`config.mk`:
```
export PLATFORM = sky130hd
export DESIGN_NAME = multicycle_control
export DESIGN_NICKNAME = d
export VERILOG_FILES = /design/src/rtl/mips_ctrl_pkg.sv /design/src/rtl/multicycle_control_out.sv /design/src/rtl/multicycle_control.sv
export SDC_FILE = /design/constraint.sdc
export NUM_CORES = 1
export LEC_CHECK = 0
export BUFFER_PORTS_ARGS = -buffer_cell sky130_fd_sc_hd__buf_2
export CAP_MARGIN = 20
export CORE_AREA = 2 2 42 44
export DETAILED_ROUTE_END_ITERATION = 12
export DIE_AREA = 0 0 44 46
export PLACE_DENSITY_LB_ADDON = 0.08
export SETUP_SLACK_MARGIN = 0.4
export SLEW_MARGIN = 20
export SYNTH_ARGS = -nofsm -noshare
export SYNTH_HDL_FRONTEND = slang
export SYNTH_SLANG_ARGS = --single-unit
```
`constraint.sdc`:
```
create_clock -name clk_i -period 1.5 [get_ports clk_i]
set_input_delay 0.225 -clock clk_i [delete_from_list [all_inputs] [get_ports clk_i]]
set_output_delay 0.225 -clock clk_i [all_outputs]
set_load 0.005 [all_outputs]
```
`src/rtl/mips_ctrl_pkg.sv`:
```
// ============================================================================
// mips_ctrl_pkg : shared encodings for the MIPS single- and multi-cycle control
// Optional: MULTICYCLE_CONTROL_JUMP_EN makes OP_J a supported opcode.  Rev 1.0
// ============================================================================
`default_nettype none

package mips_ctrl_pkg;

  typedef enum logic [3:0] {
    S_FETCH  = 4'd0,
    S_DECODE = 4'd1,
    S_MEMADR = 4'd2,
    S_MEMRD  = 4'd3,
    S_MEMWB  = 4'd4,
    S_MEMWR  = 4'd5,
    S_REXEC  = 4'd6,
    S_RWB    = 4'd7,
    S_BRANCH = 4'd8,
    S_JUMP   = 4'd9
  } state_e;

  localparam logic [5:0] OP_RTYPE = 6'b000000;
  localparam logic [5:0] OP_LW    = 6'b100011;
  localparam logic [5:0] OP_SW    = 6'b101011;
  localparam logic [5:0] OP_BEQ   = 6'b000100;
  localparam logic [5:0] OP_J     = 6'b000010;

  localparam logic [1:0] ALU_ADD   = 2'b00;
  localparam logic [1:0] ALU_SUB   = 2'b01;
  localparam logic [1:0] ALU_FUNCT = 2'b10;

  localparam logic [1:0] SRCB_B       = 2'b00;
  localparam logic [1:0] SRCB_FOUR    = 2'b01;
  localparam logic [1:0] SRCB_IMM     = 2'b10;
  localparam logic [1:0] SRCB_IMM_SH2 = 2'b11;

  localparam logic [1:0] PCSRC_ALU    = 2'b00;
  localparam logic [1:0] PCSRC_ALUOUT = 2'b01;
  localparam logic [1:0] PCSRC_JUMP   = 2'b10;

  function automatic logic op_supported(input logic [5:0] op);
    logic ok;
    ok = (op == OP_RTYPE) || (op == OP_LW) || (op == OP_SW) || (op == OP_BEQ);
`ifdef MULTICYCLE_CONTROL_JUMP_EN
    ok = ok || (op == OP_J);
`endif
    return ok;
  endfunction

endpackage

`default_nettype wire

```
`src/rtl/multicycle_control_out.sv`:
```
// ============================================================================
// multicycle_control_out : combinational decode of state/ready/opcode to strobes
// Optional: MULTICYCLE_CONTROL_JUMP_EN enables JUMP state outputs.      Rev 1.0
// ============================================================================
`default_nettype none

module multicycle_control_out
  import mips_ctrl_pkg::*;
(
  input  logic       rst_i,
  input  state_e     state_i,
  input  logic       mem_ready_i,
  input  logic [5:0] opcode_i,
  output logic       pc_write_o,
  output logic       pc_write_cond_o,
  output logic       iord_o,
  output logic       mem_read_o,
  output logic       mem_write_o,
  output logic       ir_write_o,
  output logic       mem_to_reg_o,
  output logic       reg_dst_o,
  output logic       reg_write_o,
  output logic       alu_src_a_o,
  output logic [1:0] alu_src_b_o,
  output logic [1:0] alu_op_o,
  output logic [1:0] pc_source_o,
  output logic       instr_done_o,
  output logic       illegal_o
);

  always_comb begin
    pc_write_o      = 1'b0;
    pc_write_cond_o = 1'b0;
    iord_o          = 1'b0;
    mem_read_o      = 1'b0;
    mem_write_o     = 1'b0;
    ir_write_o      = 1'b0;
    mem_to_reg_o    = 1'b0;
    reg_dst_o       = 1'b0;
    reg_write_o     = 1'b0;
    alu_src_a_o     = 1'b0;
    alu_src_b_o     = SRCB_B;
    alu_op_o        = ALU_ADD;
    pc_source_o     = PCSRC_ALU;
    instr_done_o    = 1'b0;
    illegal_o       = 1'b0;

    // Reset masks every strobe but presents the FETCH selects.
    if (rst_i) begin
      alu_src_b_o = SRCB_FOUR;
    end else begin
      case (state_i)
        S_FETCH: begin
          mem_read_o  = 1'b1;
          alu_src_b_o = SRCB_FOUR;
          ir_write_o  = mem_ready_i;
          pc_write_o  = mem_ready_i;
        end
        S_DECODE: begin
          alu_src_b_o = SRCB_IMM_SH2;
          illegal_o   = ~op_supported(opcode_i);
        end
        S_MEMADR: begin
          alu_src_a_o = 1'b1;
          alu_src_b_o = SRCB_IMM;
        end
        S_MEMRD: begin
          mem_read_o = 1'b1;
          iord_o     = 1'b1;
        end
        S_MEMWB: begin
          reg_write_o  = 1'b1;
          mem_to_reg_o = 1'b1;
          instr_done_o = 1'b1;
        end
        S_MEMWR: begin
          mem_write_o  = 1'b1;
          iord_o       = 1'b1;
          instr_done_o = mem_ready_i;
        end
        S_REXEC: begin
          alu_src_a_o = 1'b1;
          alu_op_o    = ALU_FUNCT;
        end
        S_RWB: begin
          reg_write_o  = 1'b1;
          reg_dst_o    = 1'b1;
          instr_done_o = 1'b1;
        end
        S_BRANCH: begin
          alu_src_a_o     = 1'b1;
          alu_op_o        = ALU_SUB;
          pc_write_cond_o = 1'b1;
          pc_source_o     = PCSRC_ALUOUT;
          instr_done_o    = 1'b1;
        end
`ifdef MULTICYCLE_CONTROL_JUMP_EN
        S_JUMP: begin
          pc_write_o   = 1'b1;
          pc_source_o  = PCSRC_JUMP;
          instr_done_o = 1'b1;
        end
`endif
        default: begin
        end
      endcase
    end
  end

endmodule

`default_nettype wire

```
`src/rtl/multicycle_control.sv`:
```
// ============================================================================
// multicycle_control : multi-cycle MIPS controller, state register + next state
// Optional: MULTICYCLE_CONTROL_JUMP_EN adds the j instruction.          Rev 1.0
// ============================================================================
`default_nettype none

module multicycle_control
  import mips_ctrl_pkg::*;
#(
  parameter int STATE_W = 4
) (
  input  logic               clk_i,
  input  logic               rst_i,
  input  logic [5:0]         opcode_i,
  input  logic               mem_ready_i,
  output logic               pc_write_o,
  output logic               pc_write_cond_o,
  output logic               iord_o,
  output logic               mem_read_o,
  output logic               mem_write_o,
  output logic               ir_write_o,
  output logic               mem_to_reg_o,
  output logic               reg_dst_o,
  output logic               reg_write_o,
  output logic               alu_src_a_o,
  output logic [1:0]         alu_src_b_o,
  output logic [1:0]         alu_op_o,
  output logic [1:0]         pc_source_o,
  output logic               instr_done_o,
  output logic               illegal_o,
  output logic [STATE_W-1:0] state_o
);

  state_e state_q, state_d;
  // Opcode is only valid in DECODE, so the lw/sw split after MEMADR is remembered here.
  logic   is_sw_q, is_sw_d;

  always_ff @(posedge clk_i) begin
    if (rst_i) begin
      state_q <= S_FETCH;
      is_sw_q <= 1'b0;
    end else begin
      state_q <= state_d;
      is_sw_q <= is_sw_d;
    end
  end

  always_comb begin
    state_d = state_q;
    is_sw_d = is_sw_q;
    case (state_q)
      S_FETCH:  if (mem_ready_i) state_d = S_DECODE;
      S_DECODE: begin
        is_sw_d = (opcode_i == OP_SW);
        case (opcode_i)
          OP_LW, OP_SW: state_d = S_MEMADR;
          OP_RTYPE:     state_d = S_REXEC;
          OP_BEQ:       state_d = S_BRANCH;
`ifdef MULTICYCLE_CONTROL_JUMP_EN
          OP_J:         state_d = S_JUMP;
`endif
          default:      state_d = S_FETCH;
        endcase
      end
      S_MEMADR: state_d = is_sw_q ? S_MEMWR : S_MEMRD;
      S_MEMRD:  if (mem_ready_i) state_d = S_MEMWB;
      S_MEMWB:  state_d = S_FETCH;
      S_MEMWR:  if (mem_ready_i) state_d = S_FETCH;
      S_REXEC:  state_d = S_RWB;
      S_RWB:    state_d = S_FETCH;
      S_BRANCH: state_d = S_FETCH;
`ifdef MULTICYCLE_CONTROL_JUMP_EN
      S_JUMP:   state_d = S_FETCH;
`endif
      default:  state_d = S_FETCH;
    endcase
  end

  assign state_o = rst_i ? '0 : STATE_W'(state_q);

  multicycle_control_out u_out (
    .rst_i           (rst_i),
    .state_i         (state_q),
    .mem_ready_i     (mem_ready_i),
    .opcode_i        (opcode_i),
    .pc_write_o      (pc_write_o),
    .pc_write_cond_o (pc_write_cond_o),
    .iord_o          (iord_o),
    .mem_read_o      (mem_read_o),
    .mem_write_o     (mem_write_o),
    .ir_write_o      (ir_write_o),
    .mem_to_reg_o    (mem_to_reg_o),
    .reg_dst_o       (reg_dst_o),
    .reg_write_o     (reg_write_o),
    .alu_src_a_o     (alu_src_a_o),
    .alu_src_b_o     (alu_src_b_o),
    .alu_op_o        (alu_op_o),
    .pc_source_o     (pc_source_o),
    .instr_done_o    (instr_done_o),
    .illegal_o       (illegal_o)
  );

endmodule

`default_nettype wire
```
# Word level (Yosys, flattened, before mapping)
# Cells that the tools add are included.
# op_classes
n_bitwise	1
reduce_logical	12
eq_ne	14
n_mux	35
# ops
cell	n
$pmux 4 s6	1
$mux 1	22
$eq 4x3->1 const B	4
$mux 4	4
$eq 6x6->1 const B	2
$pmux 4 s3	1
$eq 4x2->1 const B	2
$reduce_or 2->1	4
$eq 6x3->1 const B	1
$logic_not 6->1	1
$mux 2	3
$ne 2x2->1 const B	3
$pmux 2 s3	1
$reduce_or 3->1	2
$eq 4x1->1 const B	1
$eq 4x4->1 const B	1
$logic_not 4->1	1
$pmux 2 s2	1
$logic_or 1x1->1	3
$mux 3	1
$reduce_and 3->1	1
$pmux 1 s2	1
$not 1->1	1
# totals
output_inout_bits	22
elab_cells	64
regBits	5

# Longest topological paths before layout
# logic_depth
word_depth	7
mapped_depth	5

# Hierarchy
# A second synthesis with hierarchy kept.
# hier_totals
hier_cells	77
area_unflattened_um2	554.3
# by_module_without_submodules
module	instances	seq_area_each_um2	area_each_um2	cells_each
multicycle_control	1	100.1	325.3	41
multicycle_control_out	1	0.0	229.0	36

# Worst setup path after synthesis
# OpenSTA, ideal clock, no wires.
# synth_path
kind	register to output
start	register state_q[3]
end	output pc_source_o[0]
t_arrival_ns	1.304
setup_slack_ns	-0.029
stages_incl_launch_ff	6
path_buffers	2
path_cell_list	dfxtp_1 buf_2 inv_1 nor2_1 nor4b_1 buf_4
# synth_between
elab_chain_len	3
# synth_rtl
item	line	rtl
start: declaration	multicycle_control.sv:34	state_e state_q, state_d;
start signal: assignment	multicycle_control.sv:43	state_q <= state_d;
$eq 4x4->1	multicycle_control_out.sv:52	case (state_i)
$mux 1	multicycle_control_out.sv:52	
$mux 2	multicycle_control_out.sv:49	if (rst_i) begin
end: declaration	multicycle_control.sv:28	output logic [1:0] pc_source_o,
# No other way between the ends.

# Worst setup path in the final report
# layout_path
start	register state_q[2]
end	output illegal_o
# layout_between
elab_chain_len	3
# layout_rtl
item	line	rtl
$eq 4x1->1	multicycle_control_out.sv:52	
$mux 1	multicycle_control_out.sv:52	
$mux 1	multicycle_control_out.sv:49	
end: declaration	multicycle_control.sv:30	output logic illegal_o,
# No other way between the ends.

==> impl_summary.txt <==
----------------------------------------------------
[Min path]
  Min-delay worst type ... in2reg

[Yosys]
  Number of enable flip-flop cells after synthesis ... 0
  Top cells by area in the synthesized netlist ... dfxtp_1, nor2_1, nor2b_1, nor3_1, buf_4
  Syn nets ... 90
  List of most frequent post-synthesis cells ... nor2_1, nor3_1
  Summed instance area of the synthesized netlist ... 561.8 µm²
  Number of distinct library cells after synthesis ... 35
  Most common cell in the synthesized netlist ... nor2_1
  Most frequently used flop master after synthesis ... dfxtp_1
  Yosys top cell area share ... 17.82%
  Post-Synthesis Cells ... 81
  Synthesis Warnings ... 0
  Synthesis-stage register bit count ... 5
  Post-synthesis average cell area ... 6.936 µm²
  Largest area contributor in the netlist ... dfxtp_1
  Synth async-reset ratio ... 0%
  Sequential element share of the synthesized area ... ~18%

[Power]
  Total power divided by cell area ... about 360 nW/µm²
  Leakage power ... 0.5540 nW
  Final total power ... between 400 and 500 µW
  Worst vdd ir ... 0.6217 mV

[Detailed routing]
  Number of iterations in the first detailed-routing pass ... 3
  Post-DR wirelength/cell ... 14.47 µm
  Via density per instance ... 5.399
  Routed via count ... between 700 and 800
  Routed WL ... about 2100 µm
  Number of design rule violations left after detail routing ... 0
  Routed Antenna Nets ... 0
  Number of design-rule violations left by the first detailed-router iteration ... 7

[Outcome]
  Run status ... complete, but fails checks
  Violations in the final reports ... setup timing

[Clock network]
  Reg clk slew, reported paths ... 50 ps
  Buffers from clock root to sink, at most ... 2
  Quantity of hold-fixing buffers added after cts ... 0
  Cell chosen for the clock root ... clkbuf_4
  Worst-Skew Late Latency ... 250 ps
  CTS buffer count ... 3
  Sinks on the clock net ... 5
  Clock H-tree levels ... 1
  Clock tree from TritonCTS ... built

[Timing]
  Final setup violating endpoints ... 18
  Final-layout worst hold slack ... 312.0 ps
  Fmax achieved ... a little under 600 MHz
  Count of final max-slew check failures ... 0
  Final TNS setup ... -1740 ps
  Maximum clock skew at final layout ... about 8.8 ps
  Worst max-slew margin expressed relative to the limit ... 65.42%
  Unrepaired setup endpoints after global routing ... true
  Final Worst Setup Slack ... -208.5 ps
  Clock period minus final worst setup slack ... 1708 ps
  Slew at the pin closest to its max-slew limit ... between 500 and 600 ps
  Tcrit/Tclk final ... 113.9%
  Number of failing hold endpoints at the final stage ... 0

[Setup path]
  Maximum net fanout on the critical path ... 3
  CP arrival ... between 1000 and 1500 ps
  CP top delay family ... simple AND/OR/NAND/NOR gates
  Buffering stage count on the worst path with inverters included ... 1
  Ordered cell list for the critical path ... or4b_4 -> nor2_4 -> a21boi_2 -> buf_2
  Cell with the biggest individual delay on the critical path ... or4b_4
  Crit Path Class ... reg2out
  Critical Path Source Type ... flip-flop
  Slowest Stage Delay on Critical Path ... 530 ps
  Critical path capture point type ... output port
  Crit path required time ... 1270 ps

[Final layout]
  Relative area change from synthesis to final layout ... 111.6%
  Count of antenna diodes in the layout ... 0
  Final core area utilization ... 73.64%
  Final instance count without filler cells ... 148
  Share of layout cells above drive strength 1 ... 68.70%
  Final net count ... 141
  Post-route standard cell area excluding fillers ... 1189 µm²

[Placed design]
  Cell Count Post-Placement ... 126
  Count of buffers from port buffering ... 29
  Instance area at placement ... roughly 790 µm²
  Worst setup slack after placement ... 22.61 ps
  HPWL after detailed placement ... 1231 µm
  Placer congestion estimate ... between 0.7 and 0.8

[Floorplanning]
  Die extent in y ... 46 µm
  Initial standard-cell utilization of the core ... 34.81%
  Ports ... 31
  Cell Rows ... 15
  Die width ... 44 µm
  Placeable core area ... 1614 µm²
  Die area ... 2024 µm²

[GRT]
  Overall fraction of global-route tracks in use ... 19.75%
  Vias in the first global route ... 664
  Largest net degree at the start of global routing ... 12
  Number of antenna violations at the first check in global routing ... 0
  Final global-route overflow total ... 0
  First-pass GRT wire length ... 2946 µm

[Flow run]
  Maxcap violations ... 0

----------------------------------------------------
## cell type report
class	count	area [µm²]
multi-input cells	61	536.8
repair buffers	56	467.9
fillers	123	425.4
flip-flops and latches	5	112.6
clock buffers	4	26.28
inverters	5	23.77
well taps	17	21.27
## per-layer routing
layer | vias up | wire length, µm | global-route usage (%) | share of wire, %
li1 | 392 | - | - | -
met4 | 0 | 14 | 1.212 | 0.65
met5 | - | 0 | 0 | 0
met1 | 382 | 902 | 26.00 | 42
met2 | 23 | 1126 | 32.35 | 53
met3 | 2 | 97 | 7.143 | 4.5
## timing repair
item | 4_1_cts | 5_1_grt
gates cloned | 1 | 0
pin swaps | 7 | 12
setup buffers | 9 | 8
setup endpoints to repair | 26 | 26
resized for setup | 26 | 27
## placed cells by master (no fill, tap or decap), types with 4 or more instances in the layout
| master | Yosys | routed |
|---|---|---|
| buf_2 | 2 | 28 |
| buf_4 | 4 | 12 |
| buf_6 | 1 | 8 |
| nor3_2 | 0 | 4 |
| buf_8 | 0 | 4 |
| nor2_4 | 0 | 4 |
## final timing paths
| path | slack, ps | start | cells after the start | to |
|---|---|---|---|---|
| worst max-delay path | -210 | state_q[2] | 4 | illegal_o |
| worst min-delay path | 310 | opcode_i[2] | 2 | state_q[3] |
| worst min register to register | 580 | is_sw_q | 2 | is_sw_q |
| worst max register to register | -50 | state_q[2] | 5 | state_q[1] |
## state kept, by name (all words and copies together), names as in the netlist
signal	flops
state_q	4
is_sw_q	1
## power by group
group	internal, mW	switching, mW
Clock	0.101	0.0594
Combinational	0.0732	0.0655
Sequential	0.131	0.00347
## cells by family (layout without fill, tap and decap cells)
| group | count (synthesis) | in the layout | synth area share [%] |
|---|---|---|---|
| and+or+nand+nor | 42 | 42 | 44.77 |
| AOI/OAI and AO/OA | 17 | 17 | 20.71 |
| buffers and inverters | 15 | 65 | 14.48 |
| DFF | 5 | 5 | 17.82 |
| xor gates and xnor gates | 1 | 1 | 1.559 |
| other | 1 | 1 | 0.6675 |
Note: power is estimated with default switching activity, not from simulation.
